### config.mk
export PLATFORM = sky130hd
export DESIGN_NAME = hba_slave_regs
export DESIGN_NICKNAME = d
export VERILOG_FILES = /design/src/rtl/hba_slave_regs.sv
export SDC_FILE = /design/constraint.sdc
export NUM_CORES = 1
export LEC_CHECK = 0
export CORE_MARGIN = 1
export CORE_UTILIZATION = 51
export CTS_CLUSTER_DIAMETER = 200
export DETAILED_ROUTE_END_ITERATION = 10
export PLACE_DENSITY = 0.84
export SETUP_SLACK_MARGIN = 0.5
export SLEW_MARGIN = 20
export SYNTH_ARGS = -nofsm -noshare
export SYNTH_HDL_FRONTEND = slang
export SYNTH_SLANG_ARGS = --single-unit
export TNS_END_PERCENT = 20
### constraint.sdc
create_clock -name hba_clk -period 2.8 [get_ports hba_clk]
set_clock_uncertainty 0.15 [all_clocks]
set_input_delay 0.56 -clock hba_clk [delete_from_list [all_inputs] [get_ports hba_clk]]
set_output_delay 0.56 -clock hba_clk [all_outputs]
set_load 0.1 [all_outputs]
### src/rtl/hba_slave_regs.sv
// HBA bus slave with four byte registers (reg0, reg1, int_mask, status) and a
// masked rising-edge interrupt on slave_status_in. Single-cycle acknowledge.
//
//   state | meaning
//   IDLE  | waiting for a select with matching peripheral nibble
//   ACK   | acknowledge cycle; read data on bus, write already applied
//   HOLD  | waiting for the master to drop select before the next transfer
module hba_slave_regs #(
    parameter int DBUS_WIDTH  = 8,
    parameter int ADDR_WIDTH  = 12,
    parameter int PERIPH_ADDR = 0
) (
    input  logic                  hba_clk,
    input  logic                  hba_reset,
    input  logic                  hba_rnw,
    input  logic                  hba_select,
    input  logic [ADDR_WIDTH-1:0] hba_abus,
    input  logic [DBUS_WIDTH-1:0] hba_dbus,
    output logic                  hba_xferack_slave,
    output logic [DBUS_WIDTH-1:0] hba_dbus_slave,
    output logic                  hba_interrupt_slave,
    input  logic [DBUS_WIDTH-1:0] slave_status_in,
    output logic [DBUS_WIDTH-1:0] slave_reg0_out,
    output logic [DBUS_WIDTH-1:0] slave_reg1_out
);

    localparam logic [3:0] PERIPH_SEL = 4'(PERIPH_ADDR);

    typedef enum logic [1:0] {
        ST_IDLE = 2'd0,
        ST_ACK  = 2'd1,
        ST_HOLD = 2'd2
    } state_t;

    state_t                state;
    logic [DBUS_WIDTH-1:0] int_mask;
    logic [DBUS_WIDTH-1:0] pending;
    logic [DBUS_WIDTH-1:0] prev_status;
    logic                  status_rd;

    logic                  hit;
    logic [7:0]            reg_idx;
    logic [DBUS_WIDTH-1:0] rd_data;
    logic [DBUS_WIDTH-1:0] edge_vec;
    logic [DBUS_WIDTH-1:0] pending_nxt;

    always_comb begin
        hit      = hba_select && (hba_abus[ADDR_WIDTH-1 -: 4] == PERIPH_SEL);
        reg_idx  = hba_abus[7:0];
        edge_vec = slave_status_in & ~prev_status & int_mask;
        rd_data  = '0;
        case (reg_idx)
            8'h00:   rd_data = slave_reg0_out;
            8'h01:   rd_data = slave_reg1_out;
            8'h02:   rd_data = int_mask;
            8'h03:   rd_data = slave_status_in;
            default: rd_data = '0;
        endcase
        // a fresh edge in the clearing cycle survives the clear
        pending_nxt = ((state == ST_ACK && status_rd) ? '0 : pending) | edge_vec;
    end

    always_ff @(posedge hba_clk) begin
        if (hba_reset) begin
            state               <= ST_IDLE;
            slave_reg0_out      <= '0;
            slave_reg1_out      <= '0;
            int_mask            <= '0;
            pending             <= '0;
            prev_status         <= slave_status_in;
            status_rd           <= 1'b0;
            hba_xferack_slave   <= 1'b0;
            hba_dbus_slave      <= '0;
            hba_interrupt_slave <= 1'b0;
        end else begin
            prev_status         <= slave_status_in;
            pending             <= pending_nxt;
            hba_interrupt_slave <= |pending;
            hba_xferack_slave   <= 1'b0;
            hba_dbus_slave      <= '0;

            case (state)
                ST_IDLE: begin
                    if (hit) begin
                        state             <= ST_ACK;
                        hba_xferack_slave <= 1'b1;
                        status_rd         <= hba_rnw && (reg_idx == 8'h03);
                        if (hba_rnw) begin
                            hba_dbus_slave <= rd_data;
                        end else begin
                            case (reg_idx)
                                8'h00:   slave_reg0_out <= hba_dbus;
                                8'h01:   slave_reg1_out <= hba_dbus;
                                8'h02:   int_mask       <= hba_dbus;
                                default: ;
                            endcase
                        end
                    end
                end
                ST_ACK: begin
                    state     <= ST_HOLD;
                    status_rd <= 1'b0;
                end
                ST_HOLD: begin
                    if (!hba_select) state <= ST_IDLE;
                end
                default: state <= ST_IDLE;
            endcase
        end
    end

endmodule

==> results of run 1 <==
## metal layers
metal,global-route usage,part of all wire,routed length (um),vias up
li1,-,-,-,771
met1,0.2717,0.44,1879,737
met2,0.3622,0.49,2094,46
met3,0.05345,0.054,231,4
met4,0.09511,0.0090,38,0
met5,0,0,0,-
## kinds of logic after synthesis
kind of cell	count (synthesis)	share of synthesized area
flops	53	0.5099
compound gates	11	0.02826
buf+inv	10	0.02465
mux	32	0.2020
simple gates	86	0.2351
## layout by cell type, fill, tap and decap left out, drive strengths merged
cell	n
and4	1
nor4b	2
mux2i	24
dfxtp	53
a2bb2oi	1
nor4	3
nand4	1
buf	32
nand2b	32
clkbuf	7
a21oi	10
mux4	8
nor3	2
nor3b	1
nor2b	11
clkdlybuf4s50	31
nand2	11
nand3b	2
nor2	20
## power groups by stage
| stage | registers, uW | logic (uW) | clock network [uW] |
|---|---|---|---|
| floorplan | 780 | 39.2 | 0 |
| global placement | 779 | 96.2 | 0 |
| detailed placement | 779 | 97.1 | 0 |
| CTS | 761 | 97.4 | 431 |
| global route | 762 | 104 | 468 |
| finish | 761 | 96.7 | 420 |
## how the worst min path moves through the flow
stage / start / end / slack [ns]
3_3_place_gp: pending[6]$_SDFF_PP0_ / pending[6]$_SDFF_PP0_ / 0.32
6_report: slave_reg1_out[0]$_SDFFE_PP0P_ / slave_reg1_out[0]$_SDFFE_PP0P_ / 0.35
3_5_place_dp: int_mask[7]$_SDFFE_PP0P_ / int_mask[7]$_SDFFE_PP0P_ / 0.33
2_1_floorplan: pending[2]$_SDFF_PP0_ / pending[2]$_SDFF_PP0_ / 0.30
4_1_cts: int_mask[7]$_SDFFE_PP0P_ / int_mask[7]$_SDFFE_PP0P_ / 0.35
5_1_grt: slave_reg0_out[0]$_SDFFE_PP0P_ / slave_reg0_out[0]$_SDFFE_PP0P_ / 0.36
## cell type report
class	instances	area, um^2
fill	295	1072
timing repair buffer	63	550.5
sequential	53	1061
tap	48	60.06
clock buffer	7	86.33
multi-input combinational	129	968.4
## stage by stage
step / instances / setup slack [ns]
floorplan: 192 / 0.9818
CTS: 300 / 0.6641
detailed placement: 293 / 0.3810
global route: 300 / 0.5225
finish: 300 / 0.6788
global placement: 293 / 0.4416
## sequential cells by signal, indices dropped and copies added, names as in the netlist, 2 cells and up
signal          flops
slave_reg1_out      8
hba_dbus_slave      8
state               2
int_mask            8
pending             8
slave_reg0_out      8
prev_status         8
## cells in the mapped netlist (2+ instances only)
cell and count:
dfxtp_1 53, nand2b_1 32, mux2i_1 24, nor2_1 20, nand2_1 11, nor2b_1 11, a21oi_1 10, mux4_2 8
clkbuf_1 5, nor4_1 3, buf_2 2, nand3b_1 2, nor3_1 2
## worst max-delay path: cells and delay by family
kind	cells	cell delay, ns
AND/OR/NAND/NOR	3	0.82
buffers and inverters	2	0.62
multiplexers	1	0.20
==> metrics, run 1 <==
Port-buffer cells=57; design area=about 2700 um^2; Clock power frac=0.329; cell leakage power=0.001140 uW; Setup Buffers After CTS=0; post-route ant nets=0; clock slew at reported path FFs=approximately 0.09 ns; fraction of layout cells with a size suffix above 1=0.1905; Max stage delay on crit path=approximately 0.39 ns; Synth cell types=22; Crit. End Element=flop; final core occ=0.7177; Post-Route Setup TNS=0 ns; first-pass GRT wire length=roughly 7 mm; Worst Reg-to-Reg Cells=5; count of final max-slew check failures=0; f_max=around 470 MHz; Flop pwr share=0.596; DR WL/cell=14.14 um; Mapped Avg Cell Area=about 11 um^2; Post-Route WL=between 4 and 5 mm; number of diodes=0; Required @ worst endpoint=between 2 and 3 ns; Worst slew margin=0.5807; asr flop ratio synth=0; P_int=1018 uW; hold depth=2; top-area cell type share of the netlist area=0.5099; PwrDens=around 470 nW/um^2; RD Place Congestion=between 0.7 and 0.8; dpl cell area=between 2000 and 3000 um^2; initial antenna violation count=0; Clock Sinks=53; pin count of the biggest net entering global routing=46; Initial Utilization=0.5478; Mapped Area=2081 um^2; CP Class=in -> reg; RR Endpoint=slave_reg0_out[3]$_SDFFE_PP0P_; minimum clock period=~2.1 ns; Final Cycle Share=0.7576; Final setup viols=0; CP Launch Type=input port; Die Wd=65.88 um; status=completed; Logic pwr share=0.076; post-synth top area cell=dfxtp_1; Synth-to-Final Area Change=31.03%; RSZ-0062 raised after global routing=false; critical path endpoint=slave_reg0_out[3]$_SDFFE_PP0P_; Cells after Synth=about 190; EDFF count, synth=0; routed vias=approximately 1600; GR Overflow Total=0; die area=between 4000 and 5000 um^2; Critical path origin=hba_abus[3]; core area=3799 um^2; vias in the first global route=between 1500 and 2000; Ports=58; Crit Path Max Fanout=8; arrival time worst endpoint=between 2 and 2.5 ns; clk_lat worst skew=roughly 0.3 ns; Clock Path Buffers=2; Max-cap violations=0; total power=about 1300 uW; worst hold path type=reg -> reg; CTS root buffer=clkbuf_8; reg2reg setup slack=a little over 1 ns; H-Tree Depth=2; syn_nets=roughly 220; Row Count=22; register bit total from synthesis=53; reg2reg start=state[0]$_SDFFE_PP0P_; Final Net Count=roughly 280; sequential area share after synthesis=0.5099; Final Hold Fails=0; slowest CP cell=clkdlybuf4s50_1; TritonCTS clock tree=yes; 1st-pass router iterations=4; Synth Flop Type=dfxtp_1; CTS resizes=0; worst-margin pin slew=approximately 0.63 ns; via/cell ratio=about 5.2; Fin Hold WS=around 0.35 ns; worst-path cell chain=clkdlybuf4s50_1 -> nor4_1 -> and4_1 -> nor3b_2 -> buf_4 -> mux2i_1; Ys Warns=0; worst vdd ir=a little under 300 uV; Die Y=65.88 um; sw frac=0.2040; post-DP HPWL=2.995 mm; ranking of synthesized cells by area=dfxtp_1 51%, mux2i_1 12%, nand2b_1 9.6%; Num CTS Buffers=5; All-Layer GR Usage=0.2201; initial DRC count=around 80; Net Sw Power=260.7 uW; CTS Hold Bufs=0; # DRC=0
(Power assumes the default switching activity.)
==> run 2, diff against run 1 <==
CORE_UTILIZATION = 47   (was 51)
PLACE_DENSITY = 0.79   (was 0.84)
clock period = 2.14 ns   (was 2.8 ns; I/O delays follow)
==> metrics, run 2 (same netlist as run 1, synthesis figures left out) <==
Clock power frac=0.338; minimum clock period=roughly 1.7 ns; arrival time worst endpoint=1.77 ns; first-pass GRT wire length=~7.4 mm; GR Overflow Total=0; Post-Route WL=approximately 4.6 mm; Crit Path Max Fanout=4; most common cell after layout, fill and taps aside=dfxtp_1; 1st-pass router iterations=4; dpl cells=302; worst vdd ir=about 430 uV; All-Layer GR Usage=0.2241; f_max=around 600 MHz; Initial Utilization=0.5056; Synth-to-Final Area Change=38.73%; initial DRC count=89; RD Place Congestion=approximately 0.74; Final setup viols=0; worst-margin pin slew=0.3698 ns; Worst slew margin=0.7535; pin count of the biggest net entering global routing=46; vias in the first global route=1518; Row Count=23; RSZ-0062 raised after global routing=true; DR WL/cell=approximately 14 um; CTS Hold Bufs=0; Critical path origin=state[1]$_SDFFE_PP0P_; initial antenna violation count=0; Clock Sinks=53; cell leakage power=~0.0013 uW; number of diodes=0; Required @ worst endpoint=2.23 ns; Net Sw Power=397.7 uW; routed vias=between 1500 and 2000; count of final max-slew check failures=0; Flop pwr share=0.583; H-Tree Depth=2; reg2reg start=state[1]$_SDFFE_PP0P_; CTS root buffer=clkbuf_8; most frequent cells in the layout=51 x dfxtp_1, 45 x buf_4, 32 x nand2b_1; post-route ant nets=0; CP Class=reg -> reg; # DRC=0; Ports=between 50 and 60; status=completed; Die Wd=between 60 and 70 um; Logic pwr share=0.079; clock slew at reported path FFs=0.10 ns; Final Cycle Share=0.7860; Port-buffer cells=57; Post-Route Setup TNS=0 ns; Num CTS Buffers=5; Final Net Count=about 300; PwrDens=between 500 and 600 nW/um^2; Final Non-Filler Cells=between 300 and 400; Crit. End Element=flop; sw frac=0.2327; via/cell ratio=about 5.1; clk_lat worst skew=between 0.3 and 0.4 ns; TritonCTS clock tree=yes; Max-cap violations=0; post-DP HPWL=3.235 mm; Clock Path Buffers=2; Final Hold Fails=0; Die Y=just under 70 um; critical path endpoint=slave_reg0_out[2]$_SDFFE_PP0P_; fraction of layout cells with a size suffix above 1=0.2649; die area=between 4000 and 5000 um^2; worst hold path type=reg -> reg; Worst Reg-to-Reg Cells=5; RR Endpoint=slave_reg0_out[2]$_SDFFE_PP0P_; CP Launch Type=flop; core area=slightly above 4000 um^2; P_int=1312 uW; reg2reg setup slack=0.46 ns
==> run 2: cell count changes in the layout (fill, tap and decap cells not counted), moves of 2 or more <==
cell             before  now
clkdlybuf4s50_1      31   19
dfxtp_2               0    2
clkinv_4              0    2
buf_4                32   45
dfxtp_1              53   51
clkdlybuf4s15_1       0    3
dlygate4sd2_1         0    9
==> run 2: per-stage QoR <==
| step | power, uW | hold slack [ns] | setup slack [ns] | area (um^2) | utilization |
|---|---|---|---|---|---|
| finish | 1709 | 0.3391 | 0.4581 | 2887 | 0.7014 |
| global route | 1780 | 0.3701 | 0.3618 | 2887 | 0.7014 |
| CTS | 1723 | 0.3439 | 0.4445 | 2870 | 0.6975 |
| detailed placement | 1155 | 0.3292 | -0.1255 | 2724 | 0.6619 |
| global placement | 1154 | 0.3214 | -0.06409 | 2724 | 0.6619 |
| floorplan | 1072 | 0.3048 | 0.4767 | 2097 | - |
==> run 2: routing by layer <==
layer  vias up  wire [um]  global-route usage
li1        804          -                   -
met1       751       2027              0.3014
met2        48       2136              0.3444
met3         7        342             0.06908
met5         -          0                   0
met4         0         71             0.06771
==> run 2: worst max-delay path, stage by stage, from the launching register on <==
cell,delay [ns]
dfxtp_2,0.35
nor4b_4,0.27
and4_4,0.27
nor3b_4,0.20
buf_6,0.15
mux2i_2,0.20
==> run 2: power by group through the flow <==
stage,combinational [uW],clock (uW),sequential [uW]
after floorplan,52.0,0,1020
after global placement,135,0,1020
after detailed placement,136,0,1020
after CTS,136,591,996
after global routing,148,635,998
final,136,577,996
==> run 2: cell type report <==
type	count	area [um^2]
Clock buffer	5	68.82
Tap cell	50	62.56
Clock inverter	3	22.52
Sequential cell	53	1064
Fill cell	337	1229
Multi-Input combinational cell	129	1001
Timing Repair Buffer	78	668.1
==> run 2: worst min-delay path by stage <==
stage	slack [ns]	to	depth (start not counted)	from
after floorplan	0.30	pending[2]$_SDFF_PP0_	2	pending[2]$_SDFF_PP0_
after global placement	0.32	pending[0]$_SDFF_PP0_	2	pending[0]$_SDFF_PP0_
after detailed placement	0.33	slave_reg1_out[0]$_SDFFE_PP0P_	2	slave_reg1_out[0]$_SDFFE_PP0P_
after CTS	0.34	slave_reg1_out[0]$_SDFFE_PP0P_	2	slave_reg1_out[0]$_SDFFE_PP0P_
after global routing	0.37	pending[0]$_SDFF_PP0_	2	pending[0]$_SDFF_PP0_
final	0.34	slave_reg1_out[0]$_SDFFE_PP0P_	2	slave_reg1_out[0]$_SDFFE_PP0P_
==> run 2: timing repair <==
action                                  4_1_cts  5_1_grt
endpoints found under the hold margin         0        0
setup buffers                                 8        0
pin swaps                                     5        1
cloned                                        0        0
gates resized for setup                      17        4
endpoints found under the setup margin       32       34
==> run 3, diff against run 2 <==
clock period = 1.7 ns   (was 2.14 ns; I/O delays follow)
==> metrics, run 3 (same netlist as run 1, synthesis figures left out) <==
initial DRC count=80; RSZ-0062 raised after global routing=true; worst vdd ir=513.5 uV; P_int=roughly 1800 uW; Post-Route Setup TNS=-0.2391 ns; post-route ant nets=0; Final Net Count=around 300; sequential cell area=about 1100 um^2; # DRC=0; Required @ worst endpoint=approximately 1.8 ns; DR WL/cell=16.02 um; Port-buffer cells=between 50 and 60; pin count of the biggest net entering global routing=26; Worst slew margin=0.8131; 1st-pass router iterations=4; vias in the first global route=~1600; GR Overflow Total=0; post-DP HPWL=3.502 mm; H-Tree Depth=2; core area=between 4000 and 5000 um^2; Final Hold Fails=0; CTS Hold Bufs=0; Final setup viols=8; Net Sw Power=475.0 uW; clk_lat worst skew=0.30 ns; Clock power frac=0.370; first-pass GRT wire length=approximately 8 mm; failing checks=setup timing; Clock Sinks=between 50 and 60; total power=about 2200 uW; All-Layer GR Usage=0.2428; arrival time worst endpoint=between 1.5 and 2 ns; most common cell after layout, fill and taps aside=nand2b_1; Ports=58; Post-Route WL=just over 5 mm; Clock Path Buffers=2; cell leakage power=about 0.0014 uW; Final Cycle Share=1.027; minimum clock period=1.746 ns; Initial Utilization=0.5056; worst-margin pin slew=between 0.2 and 0.3 ns; CTS root buffer=clkbuf_8; multi-input logic area=1076 um^2; Max-cap violations=0; clock slew at reported path FFs=~0.090 ns; initial antenna violation count=0; number of diodes=0; CP Class=reg -> reg; RD Place Congestion=around 0.77; PwrDens=659.4 nW/um^2; Synth-to-Final Area Change=63.80%; Die Wd=just under 70 um; Fillers=approximately 220; Logic pwr share=0.082; status=finished with violations; Num CTS Buffers=5; count of final max-slew check failures=0; Die Y=between 60 and 70 um; CP Launch Type=flop; Crit Path Max Fanout=4; worst hold path type=reg -> reg; setup ws final=-0.04613 ns; fraction of layout cells with a size suffix above 1=0.4259; routed vias=about 1700; Crit. End Element=flop; sw frac=0.2113; most frequent cells in the layout=32 x nand2b_1, 27 x buf_12, 25 x dfxtp_1; die area=~4700 um^2; TritonCTS clock tree=yes; Flop pwr share=0.547; via/cell ratio=5.216; Row Count=23; f_max=~570 MHz
-- run 3: stage by stage --
step / hold slack (ns) / instances / utilization / instance area [um^2] / setup slack, ns
global placement: 0.3192 / 307 / 0.7650 / 3148 / -0.4417
CTS: 0.3548 / 319 / 0.8209 / 3378 / -0.02706
global route: 0.3726 / 320 / 0.8282 / 3408 / -0.1106
finish: 0.3537 / 320 / 0.8282 / 3408 / -0.04613
detailed placement: 0.3311 / 307 / 0.7650 / 3148 / -0.5020
floorplan: 0.2177 / 192 / - / 2185 / 0.1336
-- run 3: area by class of cell --
cell class / instances / share of cell area
sequential: 53 / 0.3326
multi-input combinational: 129 / 0.3157
timing repair buffer: 80 / 0.3010
clock buffer: 5 / 0.02019
tap: 50 / 0.01836
clock inverter: 3 / 0.01211
-- run 3: layer usage --
metal  vias up  track usage  share of wire
met5         -            0              0
met4         0      0.05729          0.015
met1       805       0.2890           0.41
met2        46       0.4338           0.53
li1        812            -              -
met3         6      0.06250          0.051
-- run 3: power groups by stage --
stage | Sequential, uW | Clock, uW | Combinational (uW)
finish | 1230 | 832 | 185
global route | 1230 | 904 | 199
global placement | 1260 | 0 | 181
detailed placement | 1260 | 0 | 184
floorplan | 1260 | 0 | 72.5
CTS | 1230 | 841 | 181
-- run 3: path summary, 6_finish.rpt --
kind / from / endpoint / slack (ns) / depth (start not counted)
max: state[0]$_SDFFE_PP0P_ / slave_reg0_out[3]$_SDFFE_PP0P_ / -0.05 / 5
min: int_mask[7]$_SDFFE_PP0P_ / int_mask[7]$_SDFFE_PP0P_ / 0.35 / 2
max reg2reg: state[0]$_SDFFE_PP0P_ / slave_reg0_out[3]$_SDFFE_PP0P_ / -0.05 / 5
min reg2reg: int_mask[7]$_SDFFE_PP0P_ / int_mask[7]$_SDFFE_PP0P_ / 0.35 / 2
-- run 3: timing repair --
action / CTS / global route
resized for setup: 57 / 9
pin swaps: 15 / 27
endpoints found under the setup margin: 71 / 69
setup buffers: 4 / 1
-- run 3: critical path: stages, from the launching register on --
cell	delay, ns
dfxtp_2	0.35
nor4b_4	0.29
and4_4	0.29
nor3b_4	0.25
buf_6	0.16
mux2i_1	0.19
